<file path="config.mk">
export PLATFORM = sky130hd
export DESIGN_NAME = vga_timing_gen
export DESIGN_NICKNAME = d
export VERILOG_FILES = /design/src/rtl/vga_timing_gen.sv
export SDC_FILE = /design/constraint.sdc
export NUM_CORES = 1
export LEC_CHECK = 0
export BUFFER_PORTS_ARGS = -buffer_cell sky130_fd_sc_hd__clkbuf_2
export CORE_MARGIN = 5
export CORE_UTILIZATION = 45
export CTS_CLUSTER_DIAMETER = 120
export DETAILED_ROUTE_END_ITERATION = 6
export PLACE_DENSITY = 0.69
export SYNTH_ARGS = -nofsm -noshare
export SYNTH_HDL_FRONTEND = slang
export SYNTH_SLANG_ARGS = --single-unit
</file>
<file path="constraint.sdc">
create_clock -name pclk -period 3.3 [get_ports pclk]
set_clock_uncertainty 0.05 [all_clocks]
set_input_delay 0 -clock pclk [delete_from_list [all_inputs] [get_ports pclk]]
set_output_delay 0 -clock pclk [all_outputs]
set_load 0.05 [all_outputs]
</file>
<file path="src/rtl/vga_timing_gen.sv">
`default_nettype none
// ============================================================================
// Module      : vga_timing_gen
// Description : Source end of the VGA bus. Generates pixel counters, sync and
//               blanking fields for every downstream drawing stage, plus a
//               frame-start pulse and a completed-frame counter for game logic.
//               Every output comes straight from a flop, and all bus fields in
//               a cycle describe the same (hcount, vcount) pixel.
//
// Ports       : pclk        in   pixel clock (40 MHz for the default timing)
//               rst_n       in   asynchronous active-low reset
//               en          in   count enable; low freezes the generator
//               vga_out     out  VGA bus, MSB first:
//                                {hcount[10:0], vcount[10:0], hsync, vsync,
//                                 hblnk, vblnk, rgb[11:0]}
//               frame_start out  one-cycle pulse when the bus shows (0,0)
//                                after a frame wrap
//               frame_cnt   out  completed-frame counter (wraps at 16 bits)
//
// Options     : VGA_TIMING_PATTERN_EN - when defined, rgb carries eight
//               vertical colour bars across the active area; otherwise rgb is
//               constant zero and no bar logic exists.
//
// Revision    : 1.0 - initial release
// ============================================================================

`ifndef VGA_BUS_SIZE
`define VGA_BUS_SIZE 38
`endif

module vga_timing_gen #(
  parameter int unsigned H_ACTIVE = 800,
  parameter int unsigned H_FP     = 40,
  parameter int unsigned H_SYNC   = 128,
  parameter int unsigned H_BP     = 88,
  parameter int unsigned V_ACTIVE = 600,
  parameter int unsigned V_FP     = 1,
  parameter int unsigned V_SYNC   = 4,
  parameter int unsigned V_BP     = 23,
  parameter bit          HS_POL   = 1'b1,
  parameter bit          VS_POL   = 1'b1
) (
  input  logic                      pclk,
  input  logic                      rst_n,
  input  logic                      en,
  output logic [`VGA_BUS_SIZE-1:0]  vga_out,
  output logic                      frame_start,
  output logic [15:0]               frame_cnt
);

  // --------------------------------------------------------------------------
  // Timing constants. Range limits are held at 12 bits so that a sync or
  // blanking window ending exactly at 2048 still compares correctly against
  // an 11-bit counter.
  // --------------------------------------------------------------------------
  localparam int unsigned c_h_total = H_ACTIVE + H_FP + H_SYNC + H_BP;
  localparam int unsigned c_v_total = V_ACTIVE + V_FP + V_SYNC + V_BP;

  localparam logic [10:0] c_h_last     = 11'(c_h_total - 1);
  localparam logic [10:0] c_v_last     = 11'(c_v_total - 1);
  localparam logic [11:0] c_h_blank    = 12'(H_ACTIVE);
  localparam logic [11:0] c_v_blank    = 12'(V_ACTIVE);
  localparam logic [11:0] c_hs_start   = 12'(H_ACTIVE + H_FP);
  localparam logic [11:0] c_hs_end     = 12'(H_ACTIVE + H_FP + H_SYNC);
  localparam logic [11:0] c_vs_start   = 12'(V_ACTIVE + V_FP);
  localparam logic [11:0] c_vs_end     = 12'(V_ACTIVE + V_FP + V_SYNC);

  // --------------------------------------------------------------------------
  // State
  // --------------------------------------------------------------------------
  logic [10:0] hcount_q, hcount_d;
  logic [10:0] vcount_q, vcount_d;
  logic        hsync_q,  hsync_d;
  logic        vsync_q,  vsync_d;
  logic        hblnk_q,  hblnk_d;
  logic        vblnk_q,  vblnk_d;
  logic        frame_start_q, frame_start_d;
  logic [15:0] frame_cnt_q,   frame_cnt_d;
  logic [11:0] w_rgb;

  logic        w_h_wrap;
  logic        w_v_wrap;

  // --------------------------------------------------------------------------
  // Next pixel position and frame bookkeeping. With en low every next value
  // equals the current one, so the whole bus holds and the pulse drops.
  // --------------------------------------------------------------------------
  always_comb begin
    w_h_wrap      = (hcount_q == c_h_last);
    w_v_wrap      = (vcount_q == c_v_last);
    hcount_d      = hcount_q;
    vcount_d      = vcount_q;
    frame_start_d = 1'b0;
    frame_cnt_d   = frame_cnt_q;

    if (en) begin
      if (w_h_wrap) begin
        hcount_d = '0;
        if (w_v_wrap) begin
          vcount_d      = '0;
          frame_start_d = 1'b1;
          frame_cnt_d   = frame_cnt_q + 16'd1;
        end else begin
          vcount_d = vcount_q + 11'd1;
        end
      end else begin
        hcount_d = hcount_q + 11'd1;
      end
    end
  end

  // --------------------------------------------------------------------------
  // Sync and blanking are decoded from the next position so that, once
  // registered, they line up with the counters they describe.
  // --------------------------------------------------------------------------
  always_comb begin
    hblnk_d = ({1'b0, hcount_d} >= c_h_blank);
    vblnk_d = ({1'b0, vcount_d} >= c_v_blank);

    hsync_d = (({1'b0, hcount_d} >= c_hs_start) && ({1'b0, hcount_d} < c_hs_end))
              ? HS_POL : ~HS_POL;
    vsync_d = (({1'b0, vcount_d} >= c_vs_start) && ({1'b0, vcount_d} < c_vs_end))
              ? VS_POL : ~VS_POL;
  end

  // --------------------------------------------------------------------------
  // Counter, sync, blanking and frame registers
  // --------------------------------------------------------------------------
  always_ff @(posedge pclk or negedge rst_n) begin
    if (!rst_n) begin
      hcount_q      <= '0;
      vcount_q      <= '0;
      hsync_q       <= ~HS_POL;
      vsync_q       <= ~VS_POL;
      hblnk_q       <= 1'b0;
      vblnk_q       <= 1'b0;
      frame_start_q <= 1'b0;
      frame_cnt_q   <= '0;
    end else begin
      hcount_q      <= hcount_d;
      vcount_q      <= vcount_d;
      hsync_q       <= hsync_d;
      vsync_q       <= vsync_d;
      hblnk_q       <= hblnk_d;
      vblnk_q       <= vblnk_d;
      frame_start_q <= frame_start_d;
      frame_cnt_q   <= frame_cnt_d;
    end
  end

`ifdef VGA_TIMING_PATTERN_EN
  // --------------------------------------------------------------------------
  // Colour bar test pattern: eight bars of H_ACTIVE/8 pixels each. The bar
  // index comes from a threshold ladder rather than a divider. Any pixels
  // left over when H_ACTIVE is not a multiple of 8 fall into the last bar.
  // --------------------------------------------------------------------------
  localparam int unsigned c_bar_w = H_ACTIVE / 8;

  logic [2:0]  w_bar_idx;
  logic [11:0] rgb_d;
  logic [11:0] rgb_q;

  always_comb begin
    w_bar_idx = 3'd0;
    for (int i = 1; i < 8; i++) begin
      if ({1'b0, hcount_d} >= 12'(i * c_bar_w)) begin
        w_bar_idx = 3'(i);
      end
    end

    case (w_bar_idx)
      3'd0:    rgb_d = 12'hFFF;  // white
      3'd1:    rgb_d = 12'hFF0;  // yellow
      3'd2:    rgb_d = 12'h0FF;  // cyan
      3'd3:    rgb_d = 12'h0F0;  // green
      3'd4:    rgb_d = 12'hF0F;  // magenta
      3'd5:    rgb_d = 12'hF00;  // red
      3'd6:    rgb_d = 12'h00F;  // blue
      default: rgb_d = 12'h000;  // black
    endcase

    if (hblnk_d || vblnk_d) begin
      rgb_d = 12'h000;
    end
  end

  always_ff @(posedge pclk or negedge rst_n) begin
    if (!rst_n) begin
      rgb_q <= 12'h000;
    end else begin
      rgb_q <= rgb_d;
    end
  end

  assign w_rgb = rgb_q;
`else
  // Colour belongs to the downstream drawing stages.
  assign w_rgb = 12'h000;
`endif

  // --------------------------------------------------------------------------
  // Outputs
  // --------------------------------------------------------------------------
  assign vga_out     = {hcount_q, vcount_q, hsync_q, vsync_q, hblnk_q, vblnk_q, w_rgb};
  assign frame_start = frame_start_q;
  assign frame_cnt   = frame_cnt_q;

endmodule

`default_nettype wire

</file>
# After elaboration in Yosys (flattened, before gate mapping)

Index checks and enable logic that the tools add are counted.

Flip-flop bits (word level): 43
Bits of input ports: 3
Output and inout port bits: 55
Logic and storage cells: 32

Add/subtract/negate cells: 3
$lt $le $gt $ge: 6
Equality and inequality tests: 2
Muxes and demuxes: 10
Reduce and logical (&&, ||, !) cells: 3

Operator list:

| operator                                                                              | count |
|---|---|
| 11-bit two-way mux                                                                    | 5 |
| 11-bit by 10-bit greater-or-equal comparator with 1-bit output, second input constant | 4 |
| 11-bit by 1-bit adder with 11-bit output, second input constant                       | 2 |
| 11-bit by 10-bit < comparator with 1-bit output, second input constant                | 2 |
| 16-bit by 1-bit adder with 16-bit output, second input constant                       | 1 |
| 11-bit by 10-bit equality test with 1-bit output, second input constant               | 1 |
| 11-bit equality test, second input constant                                           | 1 |
| 1-bit two-way mux                                                                     | 5 |
| 3-bit AND reduction                                                                   | 1 |
| 1-bit logical AND                                                                     | 2 |

# Longest topological paths before layout

Depth in word-level cells: 7
Mapped depth: 9
Mapped depth without buffers: 8

# Worst setup path before layout

Ideal clock, no wire load.

Path kind: register to register
From: register vcount_q[2]
To: register frame_cnt_q[14], in the netlist frame_cnt[14]
Library setup time: 141 ps
Arrival time: 2,598 ps
Data required time: 3,109 ps
Path slack: 511 ps
Cell stages (with the launch flop): 9
Buffers on the path: 1
Period minus slack after synthesis: 2,789 ps
Cells stage by stage: dfrtp_1 > buf_2 > or4_4 > nor4_4 > and3_1 > nand3_2 > nor3_2 > nand3_1 > xnor2_1

Longest elaborated chain between the ends: 2

Ends and longest elaborated chain:

| what                                             | RTL line | RTL |
|---|---|---|
| from (decl)                                      | 72       | `logic [10:0] vcount_q, vcount_d;` |
| from (signal assigned)                           | 141      | `vcount_q <= vcount_d;` |
| 11-bit by 10-bit equality test with 1-bit output | 90       | `w_v_wrap = (vcount_q == c_v_last);` |
| 3-bit AND reduction (no line)                    | n/a      |  |
| to (signal assigned)                             | 147      | `frame_cnt_q <= frame_cnt_d;` |
| to (decl)                                        | 78       | `logic [15:0] frame_cnt_q, frame_cnt_d;` |

Every way passes these cells.
A chain may end at the register's enable or synchronous reset.

# Final worst setup path

From: register vcount_q[2]
To: register frame_cnt_q[12], in the netlist frame_cnt[12]

Same word-level chain as after synthesis.

==> impl_metrics.tcl <==
set metrics [dict create \
    post_cts_buffers 0 \
    fin_util_pct 51.81 \
    antenna_cells_inserted 0 \
    intPower_mw 0.8143 \
    start_util_pct 45.66 \
    syn_inst 229 \
    ys_seq_elements 43 \
    drc 0 \
    core_sq_um 5042 \
    p_per_area_nw_per_um2 502.0 \
    grt_pass1_wl_um 7534 \
    synth_top_cell_area_share_pct 46.74 \
    reg2reg_slack_ns 0.69 \
    grtUsageTotal_pct 14.77 \
    pwr-share-clk_pct 25.3 \
    grt_max_degree 44 \
    slew_headroom_pct 29.14 \
    die_height_um 81.53 \
    power.switching_mw 0.4972 \
    reg2reg_depth 7 \
    p_sw_share_pct 37.91 \
    post-route-min-period_ns 2.610 \
    irDropWorstVdd_v 0.0004656 \
    tightestPinTransition_ns 1.063 \
    min_path_type "in -> reg" \
    die_area_sq_um 6646 \
    layout-drive-gt1-share_pct 24.63 \
    nets 278 \
    regToRegEndpoint "frame_cnt[12]" \
    htree_levels 2 \
    synth.largest_area_cell "dfrtp_1" \
    crit_start "vcount_q[2]" \
    criticalPathCategory "reg -> reg" \
    cts_tree "built" \
    clock-sinks 43 \
    startpoint_type "flop" \
    netlist_area_sq_um 2302 \
    timing.fmax_ghz 0.3831 \
    fin_crit_sh_pct 79.11 \
    cts_root_buffer "clkbuf_8" \
    ys_seq_area_share_pct 46.74 \
    finalSetupViolCount 0 \
    synth_edf_count 0 \
    crit_path_end "frame_cnt[12]" \
    seqPwrFrac_pct 48.3 \
    finalHoldViolations 0 \
    rows 26 \
    wire_per_inst_um 13.36 \
    timing.rr.start "vcount_q[2]" \
    dr.pass1.iters 4 \
    wl_um 4569 \
    gp_congestion 0.8373 \
    synth_ff_type "dfrtp_1" \
    worstPathRequired_ns 3.43 \
    yosysMostFrequentCell "dfrtp_1" \
    antenna_found_initial 0 \
    io_buffers 45 \
    die_x_um 81.53 \
    async_flop_share_pct 100.0 \
    num_io_pins 58 \
    cp_max_fo 10 \
    yosys_warnings 0 \
    endpoint_kind "flop" \
    dpl.hpwl_um 3417 \
    grt_pass1_vias 1642 \
    vias 1755 \
    areaGrowthSynthToFinish_pct 13.48 \
    p_comb_share_pct 26.5 \
    grt.overflow.total 0 \
    leakage_nw 1.280 \
    syn_avg_cell_area_sq_um 10.05 \
    outcome "finished, final reports clean" \
    cts_made_buffers 5 \
    cts_buffer_depth 2 \
    synthDistinctLibCells 45 \
    clkSlewWorstSetupHoldPaths_ns 0.08 \
    ys_top_cells_by_count "43 x dfrtp_1, 21 x nand2_1, 19 x nand3_1, 18 x xnor2_1, 17 x buf_4" \
    post_dp_cell_area_sq_um 2515 \
    insertion_delay_ns 0.29 \
    final.setup.tns_ns 0 \
    vias_per_cell 5.132 \
    drt_iter0_markers 124 \
    synth_area_leaders "dfrtp_1 47%, xnor2_1 6.8%, buf_4 5.5%" \
    fin_area_sq_um 2613 \
    maxCapViolations 0 \
    worst_ep_arrival_time_ns 2.74 \
    ant_nets 0 \
    drv_slew 0 \
    rsz0062_at_grt "no" \
]
[worst max-delay path, cell delays in order (launching register included)]
cell	delay, ns
dfrtp_1	0.48
or4_4	0.60
nor4_4	0.40
and3_1	0.28
nand3_2	0.17
nor3_2	0.28
nand3_1	0.12
xnor2_1	0.13
[state kept, by name, indices dropped and copies added, names as in the netlist]
name,cells
frame_cnt,16
frame_start,1
hblnk_q,1
hcount_q,11
hsync_q,1
vblnk_q,1
vcount_q,11
vsync_q,1
[how the worst min path moves through the flow]
stage                      from            to  slack [ns]  depth (start not counted)
final                        en   hcount_q[0]        0.06                          3
after global routing         en   hcount_q[0]        0.05                          3
after CTS                    en   hcount_q[0]        0.04                          3
after detailed placement  rst_n       hsync_q        0.20                          1
after global placement    rst_n       hsync_q        0.19                          1
after floorplan           rst_n  frame_cnt[0]       -0.35                          0
[what timing repair did]
action,4_1_cts,5_1_grt
endpoints found under the hold margin,43,0
hold buffers,1,0
gates resized for setup,0,0
[final cells by class]
class                      count  area (sq um)
fill                         472          2430
tap                           70         87.58
timing repair buffer          47         242.7
clock buffer                   6         82.58
inverter                       3         11.26
multi-input combinational    172          1107
clock inverter                 1         5.005
sequential                    43          1076
[kinds of logic after synthesis]
kind of cell               after synthesis  synth area share, %
adders and majority gates                3                1.631
and+or+nand+nor                        101                24.73
xor gates and xnor gates                30                11.41
buffers and inverters                   25                7.228
DFF                                     43                46.74
other                                    1               0.1629
muxes                                    2               0.9239
AOI/OAI and AO/OA                       24                7.174
[power by group through the flow]
stage	Combinational, mW	Sequential, mW	Clock [mW]
floorplan	0.135	0.775	0
global placement	0.343	0.637	0
detailed placement	0.350	0.640	0
CTS	0.351	0.630	0.348
global route	0.367	0.640	0.370
finish	0.347	0.633	0.331
[routing by layer]
| metal | part of all wire, % | wire length (um) | GRT usage (%) | vias to the layer above |
|---|---|---|---|---|
| met5 | 0 | 0 | 0 | - |
| met4 | 1.9 | 89 | 6.588 | 0 |
| met3 | 4.6 | 210 | 4.057 | 7 |
| met2 | 48 | 2207 | 24.10 | 37 |
| met1 | 45 | 2061 | 18.19 | 852 |
| li1 | - | - | - | 859 |
[cell usage in the layout, fill, tap and decap left out, types with 2 or more instances in the layout]
master and n:
o21a_1 2, nor2_1 16, nor4_2 2, a21oi_1 2, ha_1 3, clkbuf_8 6, dfrtp_1 43, nand2b_1 4
or4_4 2, xor2_1 12, xnor2_1 18, inv_1 3, conb_1 12, or2_2 3, or3_1 3, nand2_1 21
and3_1 5, o21ai_0 7, clkbuf_2 45, nor3_1 5, nand3_1 19, nand4_1 10, nor3b_1 2, o31ai_1 5
a21o_1 2
[per-stage QoR]
stage          cells  hold slack, ns  total power [mW]  worst slack, ns
4_1_cts          342         0.04178             1.329           0.6848
5_1_grt          342         0.04926             1.377           0.4981
3_3_place_gp     334          0.1856            0.9807           0.7415
3_5_place_dp     334          0.1959            0.9896           0.6832
2_1_floorplan    240         -0.3456            0.9105           0.5111
6_report         342         0.05845             1.312           0.6895
(Power assumes the default switching activity.)
